[config.mk]
export PLATFORM = sky130hd
export DESIGN_NAME = clk_div_n_flat
export DESIGN_NICKNAME = d
export VERILOG_FILES = /design/src/rtl/clk_div_pkg.sv /design/src/rtl/clk_div_n_if.sv /design/src/rtl/clk_div_odd_ext.sv /design/src/rtl/clk_div_n.sv /design/src/flat_wrapper.sv
export SDC_FILE = /design/constraint.sdc
export NUM_CORES = 1
export LEC_CHECK = 0
export CAP_MARGIN = 20
export CORE_ASPECT_RATIO = 1.1
export CORE_UTILIZATION = 55
export DETAILED_ROUTE_END_ITERATION = 10
export PLACE_DENSITY = 0.79
export SLEW_MARGIN = 5
export SYNTH_ARGS = -nofsm -noshare
export SYNTH_HDL_FRONTEND = slang
export SYNTH_SLANG_ARGS = --single-unit
[constraint.sdc]
create_clock -name clk -period 3.4 [get_ports clk]
set_clock_uncertainty 0.1 [all_clocks]
set_input_delay 0.51 -clock clk [delete_from_list [all_inputs] [get_ports clk]]
set_output_delay 0.51 -clock clk [all_outputs]
set_load 0.01 [all_outputs]
[src/rtl/clk_div_pkg.sv]
// -----------------------------------------------------------------------------
// clk_div_pkg
// Shared definitions for the programmable clock divider clk_div_n:
//   DIV_MIN     - smallest divisor the counter can realise (one high, one low)
//   ST_*        - FSM state encodings (IDLE / RUN / STOP)
//   div_clamp() - forces a requested divisor of 0 or 1 up to DIV_MIN
// -----------------------------------------------------------------------------
package clk_div_pkg;

    localparam logic [31:0] DIV_MIN = 32'd2;

    localparam logic [1:0] ST_IDLE = 2'd0;
    localparam logic [1:0] ST_RUN  = 2'd1;
    localparam logic [1:0] ST_STOP = 2'd2;

    // Divisors below DIV_MIN cannot produce both a high and a low phase,
    // so they are raised to DIV_MIN before they ever reach the counter.
    function automatic logic [31:0] div_clamp(input logic [31:0] v);
        return (v < DIV_MIN) ? DIV_MIN : v;
    endfunction

endpackage

[src/rtl/clk_div_n_if.sv]
// -----------------------------------------------------------------------------
// clk_div_n_if
// Control/status bundle of the clock divider.
//   en       - run request (level)
//   div_val  - new divisor, captured when div_load pulses
//   div_load - one-cycle load strobe
//   clk_out  - divided clock
//   tick     - one-cycle strobe on the clk edge where clk_out rises
//   cur_div  - divisor currently in effect
//   pend     - a loaded divisor is waiting for the next period boundary
// Modports: master = user of the divider, slave = the divider itself.
// -----------------------------------------------------------------------------
interface clk_div_n_if #(
    parameter int CNT_W = 8
);
    logic             en;
    logic [CNT_W-1:0] div_val;
    logic             div_load;
    logic             clk_out;
    logic             tick;
    logic [CNT_W-1:0] cur_div;
    logic             pend;

    modport master (
        output en, div_val, div_load,
        input  clk_out, tick, cur_div, pend
    );

    modport slave (
        input  en, div_val, div_load,
        output clk_out, tick, cur_div, pend
    );
endinterface

[src/rtl/clk_div_odd_ext.sv]
// -----------------------------------------------------------------------------
// clk_div_odd_ext
// Half-cycle stretcher for odd divisors. A negedge flop delays the posedge
// clk_out register by half a clk period; OR-ing both widens the high phase
// from H to H+0.5 cycles, which is exactly 50% duty for odd N. For even N the
// posedge register passes straight through.
// Ports:
//   clk, rst_n - source clock, asynchronous active-low reset
//   odd        - current divisor is odd
//   pos_q      - posedge-registered divided clock
//   clk_out    - duty-corrected divided clock
// The module only exists when CLK_DIV_ODD50_EN is defined, so the default
// build carries no negedge logic at all.
// -----------------------------------------------------------------------------
`ifdef CLK_DIV_ODD50_EN
module clk_div_odd_ext (
    input  logic clk,
    input  logic rst_n,
    input  logic odd,
    input  logic pos_q,
    output logic clk_out
);

    logic neg_q;

    always_ff @(negedge clk or negedge rst_n) begin
        if (!rst_n) begin
            neg_q <= 1'b0;
        end else begin
            neg_q <= pos_q;
        end
    end

    // Both terms are flop outputs, so the OR cannot glitch; reset clears both
    // asynchronously, dropping the output immediately.
    assign clk_out = pos_q | (odd & neg_q);

endmodule
`endif

[src/rtl/clk_div_n.sv]
// -----------------------------------------------------------------------------
// clk_div_n
// Runtime-programmable integer clock divider: clk / N for N in 2..2^CNT_W-1.
// A shadow register holds newly loaded divisors until the current output
// period ends, so the waveform never shows a runt pulse. Dropping en lets the
// running period finish before the output parks low.
//
// Parameters:
//   CNT_W   - width of the divisor and the period counter
//   DEF_DIV - divisor in effect after reset (2..2^CNT_W-1)
// Ports:
//   clk   - source clock
//   rst_n - asynchronous active-low reset
//   bus   - clk_div_n_if.slave: en, div_val, div_load in;
//           clk_out, tick, cur_div, pend out
// Configuration:
//   CLK_DIV_ODD50_EN - when defined, odd divisors get exactly 50% duty via a
//                      negedge stretcher (clk_div_odd_ext); otherwise odd N is
//                      high for H cycles and low for H+1 (H = N>>1).
// -----------------------------------------------------------------------------
module clk_div_n #(
    parameter int CNT_W   = 8,
    parameter int DEF_DIV = 2
) (
    input  logic     clk,
    input  logic     rst_n,
    clk_div_n_if.slave bus
);

    import clk_div_pkg::*;

    logic [1:0]       state;
    logic [CNT_W-1:0] cnt;
    logic [CNT_W-1:0] cur_div;
    logic [CNT_W-1:0] shadow;
    logic             pend;
    logic             clk_out_r;
    logic             tick_r;
    logic             clk_out_w;

    logic [CNT_W-1:0] half;
    logic [CNT_W-1:0] cnt_inc;
    logic [CNT_W-1:0] load_val;
    logic             wrap;
    logic             apply;

    assign half    = cur_div >> 1;
    assign cnt_inc = cnt + CNT_W'(1);

    // The last count of a period; only meaningful while the counter runs.
    assign wrap = (state != ST_IDLE) && (cnt == cur_div - CNT_W'(1));

    // A pending divisor lands on a period boundary, or straight away when the
    // divider is idle (no waveform to disturb). A load on that same edge
    // refills the shadow and waits for the following boundary.
    assign apply = pend && ((state == ST_IDLE) || wrap);

    assign load_val = CNT_W'(div_clamp(32'(bus.div_val)));

    always_ff @(posedge clk or negedge rst_n) begin
        if (!rst_n) begin
            state     <= ST_IDLE;
            cnt       <= '0;
            cur_div   <= CNT_W'(DEF_DIV);
            shadow    <= CNT_W'(DEF_DIV);
            pend      <= 1'b0;
            clk_out_r <= 1'b0;
            tick_r    <= 1'b0;
        end else begin
            if (apply) begin
                cur_div <= shadow;
            end
            if (bus.div_load) begin
                shadow <= load_val;
            end
            pend   <= bus.div_load | (pend & ~apply);
            tick_r <= 1'b0;

            case (state)
                ST_IDLE: begin
                    cnt <= '0;
                    if (bus.en) begin
                        // Start a period immediately: first rise one edge after en.
                        state     <= ST_RUN;
                        clk_out_r <= 1'b1;
                        tick_r    <= 1'b1;
                    end else begin
                        clk_out_r <= 1'b0;
                    end
                end

                ST_RUN, ST_STOP: begin
                    if ((state == ST_STOP) && !bus.en && wrap) begin
                        // Stopping period has finished: park low.
                        state     <= ST_IDLE;
                        cnt       <= '0;
                        clk_out_r <= 1'b0;
                    end else begin
                        // en re-asserted during STOP simply resumes RUN; the
                        // counter is never touched, so the waveform is seamless.
                        state <= bus.en ? ST_RUN : ST_STOP;
                        if (wrap) begin
                            cnt       <= '0;
                            clk_out_r <= 1'b1;
                            tick_r    <= 1'b1;
                        end else begin
                            cnt       <= cnt_inc;
                            clk_out_r <= (cnt_inc < half);
                        end
                    end
                end

                default: begin
                    state     <= ST_IDLE;
                    cnt       <= '0;
                    clk_out_r <= 1'b0;
                end
            endcase
        end
    end

`ifdef CLK_DIV_ODD50_EN
    clk_div_odd_ext u_odd_ext (
        .clk     (clk),
        .rst_n   (rst_n),
        .odd     (cur_div[0]),
        .pos_q   (clk_out_r),
        .clk_out (clk_out_w)
    );
`else
    assign clk_out_w = clk_out_r;
`endif

    assign bus.clk_out = clk_out_w;
    assign bus.tick    = tick_r;
    assign bus.cur_div = cur_div;
    assign bus.pend    = pend;

endmodule

[src/flat_wrapper.sv]
// flat-port wrapper written by rule: the top's interface ports become plain ports
module clk_div_n_flat import clk_div_pkg::*;
#(
    parameter int CNT_W   = 8,
    parameter int DEF_DIV = 2
)
  (clk, rst_n, bus_en, bus_div_val, bus_div_load, bus_clk_out, bus_tick, bus_cur_div, bus_pend);
  clk_div_n_if #(.CNT_W(CNT_W)) bus_i ();
  input  logic clk;
  input  logic rst_n;
  input wire logic [$bits(bus_i.en)-1:0] bus_en;
  input wire logic [$bits(bus_i.div_val)-1:0] bus_div_val;
  input wire logic [$bits(bus_i.div_load)-1:0] bus_div_load;
  output wire logic [$bits(bus_i.clk_out)-1:0] bus_clk_out;
  output wire logic [$bits(bus_i.tick)-1:0] bus_tick;
  output wire logic [$bits(bus_i.cur_div)-1:0] bus_cur_div;
  output wire logic [$bits(bus_i.pend)-1:0] bus_pend;
  assign bus_i.en = bus_en;
  assign bus_i.div_val = bus_div_val;
  assign bus_i.div_load = bus_div_load;
  assign bus_clk_out = bus_i.clk_out;
  assign bus_tick = bus_i.tick;
  assign bus_cur_div = bus_i.cur_div;
  assign bus_pend = bus_i.pend;
  clk_div_n #(.CNT_W(CNT_W), .DEF_DIV(DEF_DIV)) u_core (.clk(clk), .rst_n(rst_n), .bus(bus_i));
endmodule
==> results of run 1 <==
state kept, by name, indices dropped and copies added, names as in the netlist:
signal / count
u_core.shadow: 8
u_core.state: 2
u_core.bus.tick: 1
u_core.cnt: 8
u_core.bus.clk_out: 1
u_core.bus.cur_div: 8
u_core.bus.pend: 1
cell families after synthesis:
family          after synthesis  share of synthesized area (%)
compound gates               42                          19.19
xor+xnor                     18                          8.251
fa+ha+maj                    11                          7.204
buf+inv                      26                          6.287
flops                        29                          38.11
mux                           6                          3.536
simple gates                 60                          17.42
metal layers:
layer | GRT usage [%] | vias up | share of wire (%)
li1 | - | 747 | -
met4 | 11.31 | 0 | 1.9
met5 | 0 | - | 0
met2 | 43.53 | 47 | 51
met1 | 35.00 | 766 | 42
met3 | 6.073 | 8 | 4.9
power by group:
part | switching [mW] | internal [mW]
clock | 0.127 | 0.154
sequential | 0.172 | 0.454
combinational | 0.582 | 0.501
cell usage in the layout, fill, tap and decap left out, types with 2 or more instances in the layout:
| cell | synthesis | final |
|---|---|---|
| nor2b_1 | 6 | 6 |
| nor4_1 | 4 | 4 |
| dfstp_2 | 2 | 2 |
| dfrtp_1 | 27 | 27 |
| clkdlybuf4s50_1 | 0 | 22 |
| nand4_1 | 11 | 11 |
| inv_1 | 15 | 15 |
| nand3_1 | 13 | 13 |
| o211ai_1 | 7 | 7 |
| nand2_1 | 3 | 3 |
| a21o_1 | 3 | 3 |
| nor2_1 | 12 | 12 |
| o21ai_0 | 2 | 2 |
| a2bb2oi_1 | 8 | 8 |
| a21oi_1 | 5 | 5 |
| mux2_2 | 6 | 6 |
| ha_1 | 11 | 11 |
| a32o_1 | 2 | 2 |
| clkbuf_4 | 1 | 5 |
| xor2_1 | 6 | 6 |
| nor3_1 | 3 | 3 |
| xnor2_1 | 12 | 12 |
cell type report:
cell class                 count  area share (%)
multi-input combinational    137           47.97
clock inverter                 2           1.582
tap                           48           2.712
timing repair buffer          23           10.28
clock buffer                   6           1.864
inverter                      16           2.712
sequential                    29           32.88
critical path, delay by kind of cell, from the launching register on:
| kind | cells | cell delay [ns] |
|---|---|---|
| simple gates | 2 | 0.68 |
| buf+inv | 1 | 0.08 |
| xor+xnor | 2 | 0.35 |
| compound gates | 2 | 0.79 |
| fa+ha+maj | 1 | 0.26 |
| flops | 1 | 0.60 |
worst max-delay path by stage:
| stage | from | endpoint | slack [ns] | cells after the start |
|---|---|---|---|---|
| 2_1_floorplan | u_core.bus.cur_div[1]$_DFFE_PN1P_ | u_core.bus.clk_out$_DFF_PN0_ | 0.89 | 8 |
| 3_3_place_gp | u_core.bus.cur_div[1]$_DFFE_PN1P_ | u_core.bus.clk_out$_DFF_PN0_ | 0.61 | 8 |
| 3_5_place_dp | u_core.bus.cur_div[1]$_DFFE_PN1P_ | u_core.bus.clk_out$_DFF_PN0_ | 0.48 | 8 |
| 4_1_cts | u_core.bus.cur_div[1]$_DFFE_PN1P_ | u_core.bus.clk_out$_DFF_PN0_ | 0.48 | 8 |
| 5_1_grt | u_core.bus.cur_div[1]$_DFFE_PN1P_ | u_core.bus.clk_out$_DFF_PN0_ | 0.32 | 8 |
| 6_report | u_core.bus.cur_div[1]$_DFFE_PN1P_ | u_core.bus.clk_out$_DFF_PN0_ | 0.45 | 8 |
==> summary.md, run 1 <==
| Metric | Value |
|---|---|
| Floorplan Core Area | `around 3300 um2` |
| Global-route congestion overflow total | `0` |
| Critical path startpoint category | `register` |
| Overall routing resource usage | `27.12%` |
| Area taken by flip-flops and latches | `around 730 um2` |
| Maximum Capacitance Violations | `0` |
| Hold Violations, Final | `0` |
| Router iterations before antenna repair | `4` |
| Proportion of register bits with asynchronous set or reset after synthesis | `100.0%` |
| Initial antenna violation count | `0` |
| Count of endpoints failing setup in the final report | `0` |
| Cell with the most instances after synthesis | `dfrtp_1` |
| Count of antenna diodes in the layout | `0` |
| Net total in the final layout | `~240` |
| Num rows | `22` |
| Post-route total power | `1.990 mW` |
| Headroom to the max-slew limit | `42.81%` |
| Proportion of synthesized chip area in sequential cells | `a little under two fifths` |
| HPWL after DPL | `3182 um` |
| Top cell types by occurrence after synthesis | `dfrtp_1 (27), inv_1 (15), nand3_1 (13), nor2_1 (12), xnor2_1 (12)` |
| Final critical delay including setup and external delays | `2.954 ns` |
| DR vias/cell | `between 6 and 7` |
| Number of instances in the placed design | `253` |
| Post-CTS Hold Buffers | `0` |
| Total area of multi-input combinational cells | `between 1000 and 1500 um2` |
| Worst Reg2Reg Path Length in Cells | `8` |
| Worst reg2reg path startpoint | `u_core.bus.cur_div[1]$_DFFE_PN1P_` |
| Worst-case vdd ir drop | `around 0.66 mV` |
| Total power per unit cell area | `about 900 nW/um2` |
| Nature of the critical path endpoint | `register` |
| Number of warnings printed during yosys synthesis | `0` |
| WHS Endpoint | `u_core.shadow[1]$_DFFE_PN1P_` |
| Weighted congestion reported at the end of routability-driven placement | `between 0.8 and 0.9` |
| Share of cells above drive strength 1 | `roughly an eighth` |
| Mapped cell area | `around 1900 um2` |
| Clock tree from TritonCTS | `built` |
| Die height | `63.82 um` |
| Clock transition at the registers of the reported paths | `~0.11 ns` |
| Number of flops mapped to enable cells by yosys | `0` |
| CP max stage cell | `dfstp_2` |
| Total die area | `roughly 3700 um2` |
| Worst hold slack | `roughly 0.42 ns` |
| Final total negative setup slack | `0 ns` |
| Maximum number of pins on one net before global-route repair | `30` |
| Post-route non-filler standard cell count | `261` |
| Clk sink count | `29` |
| Clock insertion delay at the later pin of the skew report | `roughly 0.35 ns` |
| Tightest Hold Check Type | `reg2reg` |
| Slew @ Worst Pin | `0.8501 ns` |
| Netlist cell types | `49` |
| # DRC | `0` |
| Dominant cells by area after synthesis | `dfrtp_1 (35%), ha_1 (7.2%), xnor2_1 (5.5%)` |
| Post-placement worst setup slack | `about 0.48 ns` |
| Share of the clock period used by the worst path | `between 80% and 90%` |
| Leak pwr | `between 0.9 and 1 nW` |
| Number of filler cells placed in the layout | `~280` |
| Number of global-route vias before repair | `roughly 1600` |
| Cell seen most often among critical-path stages | `xnor2_1` |
| Register bit count reported by yosys | `29` |
| Gate Count Post-Synth | `approximately 190` |
| Area share of the leading cell type in the synthesized netlist | `about 35%` |
| Max-slew violation total from the final report | `0` |
| Area overhead of the layout relative to synthesis | `15.91%` |
| Clock Root Buffer | `clkbuf_4` |
| First DRT Iteration DRCs | `135` |
| Average cell area after synthesis | `around 10 um2` |
| Cells along the critical path | `inv_1 > ha_1 > xnor2_1 > xnor2_1 > nor4_1 > o211a_1 > nand3_2 > o311a_1` |
| CP Max Fanout | `12` |
| RSZ-0062 raised after global routing | `false` |
| Input/output buffers | `22` |
| Starting density of the core | `between 50 and 60%` |
| Worst setup slack after layout | `0.4456 ns` |
| Launch point of the worst hold path | `u_core.shadow[1]$_DFFE_PN1P_` |
| Cell area after layout | `between 2000 and 2500 um2` |
| Run status | `complete, no violations` |
| Required time at the endpoint of the critical path | `3.55 ns` |
| Detailed Route WL | `4311 um` |
| Data arrival time of the worst path | `3.10 ns` |
| I/O pin count | `23` |
| Leading area contributor after synthesis | `dfrtp_1` |
| Most used flip-flop cell after synthesis | `dfrtp_1` |
| Endpoint of the lowest-slack register-to-register path | `u_core.bus.clk_out$_DFF_PN0_` |
| Clock buffer count from CTS | `5` |
| WL/cell | `16.52 um` |
| Syn_nets | `roughly 220` |
| Setup bufs post-CTS | `0` |
| Antenna viol nets, final | `0` |
| Upper clock frequency limit | `approximately 0.34 GHz` |
| H-Tree Level Count | `2` |
| Die Wd | `58.20 um` |
| Peak per-stage delay on the critical path | `0.60 ns` |
| Global-route wire length before repair | `7610 um` |
| Via count | `between 1500 and 2000` |
| Cell count of the worst hold path | `2` |
| Path type of the worst setup path | `reg2reg` |
| Instance area at placement | `approximately 2100 um2` |
| Utilization after layout | `between 60 and 70%` |
| Clock Path Buffers | `2` |
| Setup slack of the most critical reg-to-reg path | `0.45 ns` |
| Post-CTS resize count | `0` |
Note: power is estimated with default switching activity, not from simulation.
==> inputs of run 2 (changes only) <==
--- a/config.mk
+++ b/config.mk
@@ -5,11 +5,11 @@
 export SDC_FILE = /design/constraint.sdc
 export NUM_CORES = 1
 export LEC_CHECK = 0
-export CAP_MARGIN = 20
+export CAP_MARGIN = 10
 export CORE_ASPECT_RATIO = 1.1
-export CORE_UTILIZATION = 55
+export CORE_UTILIZATION = 50
 export DETAILED_ROUTE_END_ITERATION = 10
-export PLACE_DENSITY = 0.79
+export PLACE_DENSITY = 0.73
 export SLEW_MARGIN = 5
 export SYNTH_ARGS = -nofsm -noshare
 export SYNTH_HDL_FRONTEND = slang
==> run 2 against run 1 <==
  * Hold slack better by 0.011 ns
  * Design area up 1.9%
  * Register-to-register slack better by 0.03 ns
  * Non-clock buffer count unchanged
  * Highest routed layer unchanged
  * Critical endpoint unchanged
==> summary.md, run 2 (synthesized netlist as in run 1, its figures left out) <==
| Metric | Value |
|---|---|
| Run status | `complete, no violations` |
| Num rows | `23 (+4.5%)` |
| Via count | `1565 (-0.19%)` |
| Final critical delay including setup and external delays | `2.924 ns (-0.03056 ns)` |
| Final total negative setup slack | `0 ns (unchanged)` |
| Headroom to the max-slew limit | `55.37% (+13 points)` |
| Antenna viol nets, final | `0 (unchanged)` |
| Maximum Capacitance Violations | `0 (unchanged)` |
| Die height | `66.83 um (+4.7%)` |
| Hold Violations, Final | `0 (unchanged)` |
| Total die area | `4073 um2 (+9.7%)` |
| Clock insertion delay at the later pin of the skew report | `0.28 ns (-0.07 ns)` |
| Clock transition at the registers of the reported paths | `0.06 ns (-0.05 ns)` |
| Total power per unit cell area | `917.7 nW/um2 (+2.1%)` |
| Area overhead of the layout relative to synthesis | `18.14%` |
| # DRC | `0 (unchanged)` |
| Global-route wire length before repair | `7320 um (-3.8%)` |
| Worst-case vdd ir drop | `0.7104 mV (+7.9%)` |
| Die Wd | `60.94 um (+4.7%)` |
| Floorplan Core Area | `3655 um2 (+9.7%)` |
| Number of instances in the placed design | `255 (+0.79%)` |
| First DRT Iteration DRCs | `63 (-53%)` |
| Path type of the worst setup path | `reg2reg` |
| HPWL after DPL | `3259 um (+2.4%)` |
| Count of endpoints failing setup in the final report | `0 (unchanged)` |
| Detailed Route WL | `4430 um (+2.8%)` |
| Required time at the endpoint of the critical path | `3.46 ns (-0.09 ns)` |
| H-Tree Level Count | `2 (unchanged)` |
| Instance area at placement | `2141 um2 (+0.12%)` |
| Commonest cells after routing, fill and taps aside | `dfrtp_1 (27), clkdlybuf4s50_1 (22), inv_1 (15), nand3_1 (13)` |
| Overall routing resource usage | `25.11% (-2.0 points)` |
| Input/output buffers | `22 (unchanged)` |
| Clk sink count | `29 (unchanged)` |
| Clock tree from TritonCTS | `built` |
| Data arrival time of the worst path | `2.98 ns (-0.12 ns)` |
| Share of cells above drive strength 1 | `11.74% (unchanged)` |
| Worst hold slack | `0.4299 ns (+0.01131 ns)` |
| Global-route congestion overflow total | `0 (unchanged)` |
| Area taken by flip-flops and latches | `728.2 um2 (unchanged)` |
| RSZ-0062 raised after global routing | `false` |
| Cell area after layout | `2257 um2 (+1.9%)` |
| Clock Root Buffer | `clkbuf_8` |
| Upper clock frequency limit | `0.3420 GHz (+1.0%)` |
| Setup bufs post-CTS | `0 (unchanged)` |
| DR vias/cell | `5.951 (-0.95%)` |
| Leak pwr | `0.9702 nW (+1.7%)` |
| Tightest Hold Check Type | `reg2reg` |
| Max-slew violation total from the final report | `0 (unchanged)` |
| Utilization after layout | `61.76% (-4.7 points)` |
| Net total in the final layout | `235 (unchanged)` |
| CP Max Fanout | `12 (unchanged)` |
| Critical path startpoint category | `register` |
| Initial antenna violation count | `0 (unchanged)` |
| Maximum number of pins on one net before global-route repair | `30 (unchanged)` |
| Nature of the critical path endpoint | `register` |
| Clock Path Buffers | `2 (unchanged)` |
| Weighted congestion reported at the end of routability-driven placement | `0.9937 (+11%)` |
| Post-CTS Hold Buffers | `0 (unchanged)` |
| Registers with the most flip-flops | `u_core.bus.cur_div (8), u_core.cnt (8), u_core.shadow (8)` |
| Number of filler cells placed in the layout | `315 (+12%)` |
| Most frequent standard cell in the layout excluding fill and tap cells | `dfrtp_1` |
| WL/cell | `16.84 um (+2.0%)` |
| Count of antenna diodes in the layout | `0 (unchanged)` |
| Router iterations before antenna repair | `4 (unchanged)` |
| Number of global-route vias before repair | `1557 (-3.1%)` |
| Slew @ Worst Pin | `0.6633 ns (-0.1868 ns)` |
| Post-CTS resize count | `0 (unchanged)` |
| I/O pin count | `23 (unchanged)` |
| Clock buffer count from CTS | `5 (unchanged)` |
| Total area of multi-input combinational cells | `1062 um2 (unchanged)` |
| Post-route non-filler standard cell count | `263 (+0.77%)` |
| Starting density of the core | `52.28% (-5.1 points)` |
| Share of the clock period used by the worst path | `85.99% (-0.90 points)` |
[run 2: per-stage QoR]
| stage | power, mW | setup slack, ns |
|---|---|---|
| 6_report | 2.071 | 0.4762 |
| 5_1_grt | 2.224 | 0.2608 |
| 4_1_cts | 2.073 | 0.4820 |
| 3_5_place_dp | 1.700 | 0.4939 |
| 3_3_place_gp | 1.669 | 0.6072 |
| 2_1_floorplan | 1.392 | 0.8916 |
[run 2: area by class of cell]
class / count / area share, %
multi-input cells: 137 / 47.06
well taps: 50 / 2.772
clock inverters: 1 / 1.330
inverters: 16 / 2.661
clock buffers: 7 / 3.825
repair buffers: 23 / 10.09
flip-flops and latches: 29 / 32.26
[run 2: layer usage]
layer / GRT usage (%) / share of wire [%] / vias up
li1: - / - / 742
met1: 31.29 / 43 / 771
met2: 41.76 / 51 / 43
met3: 5.631 / 4.3 / 9
met4: 9.375 / 1.7 / 0
met5: 0 / 0 / -
[run 2: worst paths after layout]
| path | start | endpoint | slack (ns) | cells after the start |
|---|---|---|---|---|
| min in group asynchronous | rst_n | u_core.shadow[0]$_DFFE_PN0P_ | 0.52 | 2 |
| setup reg to reg | u_core.bus.cur_div[0]$_DFFE_PN0P_ | u_core.bus.clk_out$_DFF_PN0_ | 0.48 | 8 |
| hold / removal | u_core.shadow[1]$_DFFE_PN1P_ | u_core.shadow[1]$_DFFE_PN1P_ | 0.43 | 2 |
| setup / recovery | u_core.bus.cur_div[0]$_DFFE_PN0P_ | u_core.bus.clk_out$_DFF_PN0_ | 0.48 | 8 |
| max in group asynchronous | rst_n | u_core.bus.cur_div[1]$_DFFE_PN1P_ | 2.36 | 2 |
| hold reg to reg | u_core.shadow[1]$_DFFE_PN1P_ | u_core.shadow[1]$_DFFE_PN1P_ | 0.43 | 2 |
[run 2: critical path, cell delays in order (launching register included)]
cell     delay, ns
dfrtp_1       0.47
inv_1         0.13
ha_1          0.28
nor3b_1       0.29
xnor2_1       0.10
nor4_1        0.51
o211a_1       0.49
nand3_2       0.13
o311a_1       0.30
[run 2: report_power, final]
group / internal (mW) / total [mW] / switching (mW) / leakage [nW]
Sequential: 0.456 / 0.629 / 0.174 / 0.356
Clock: 0.238 / 0.364 / 0.126 / 0.0585
Combinational: 0.500 / 1.08 / 0.578 / 0.556
Total: 1.19 / 2.07 / 0.878 / 0.970
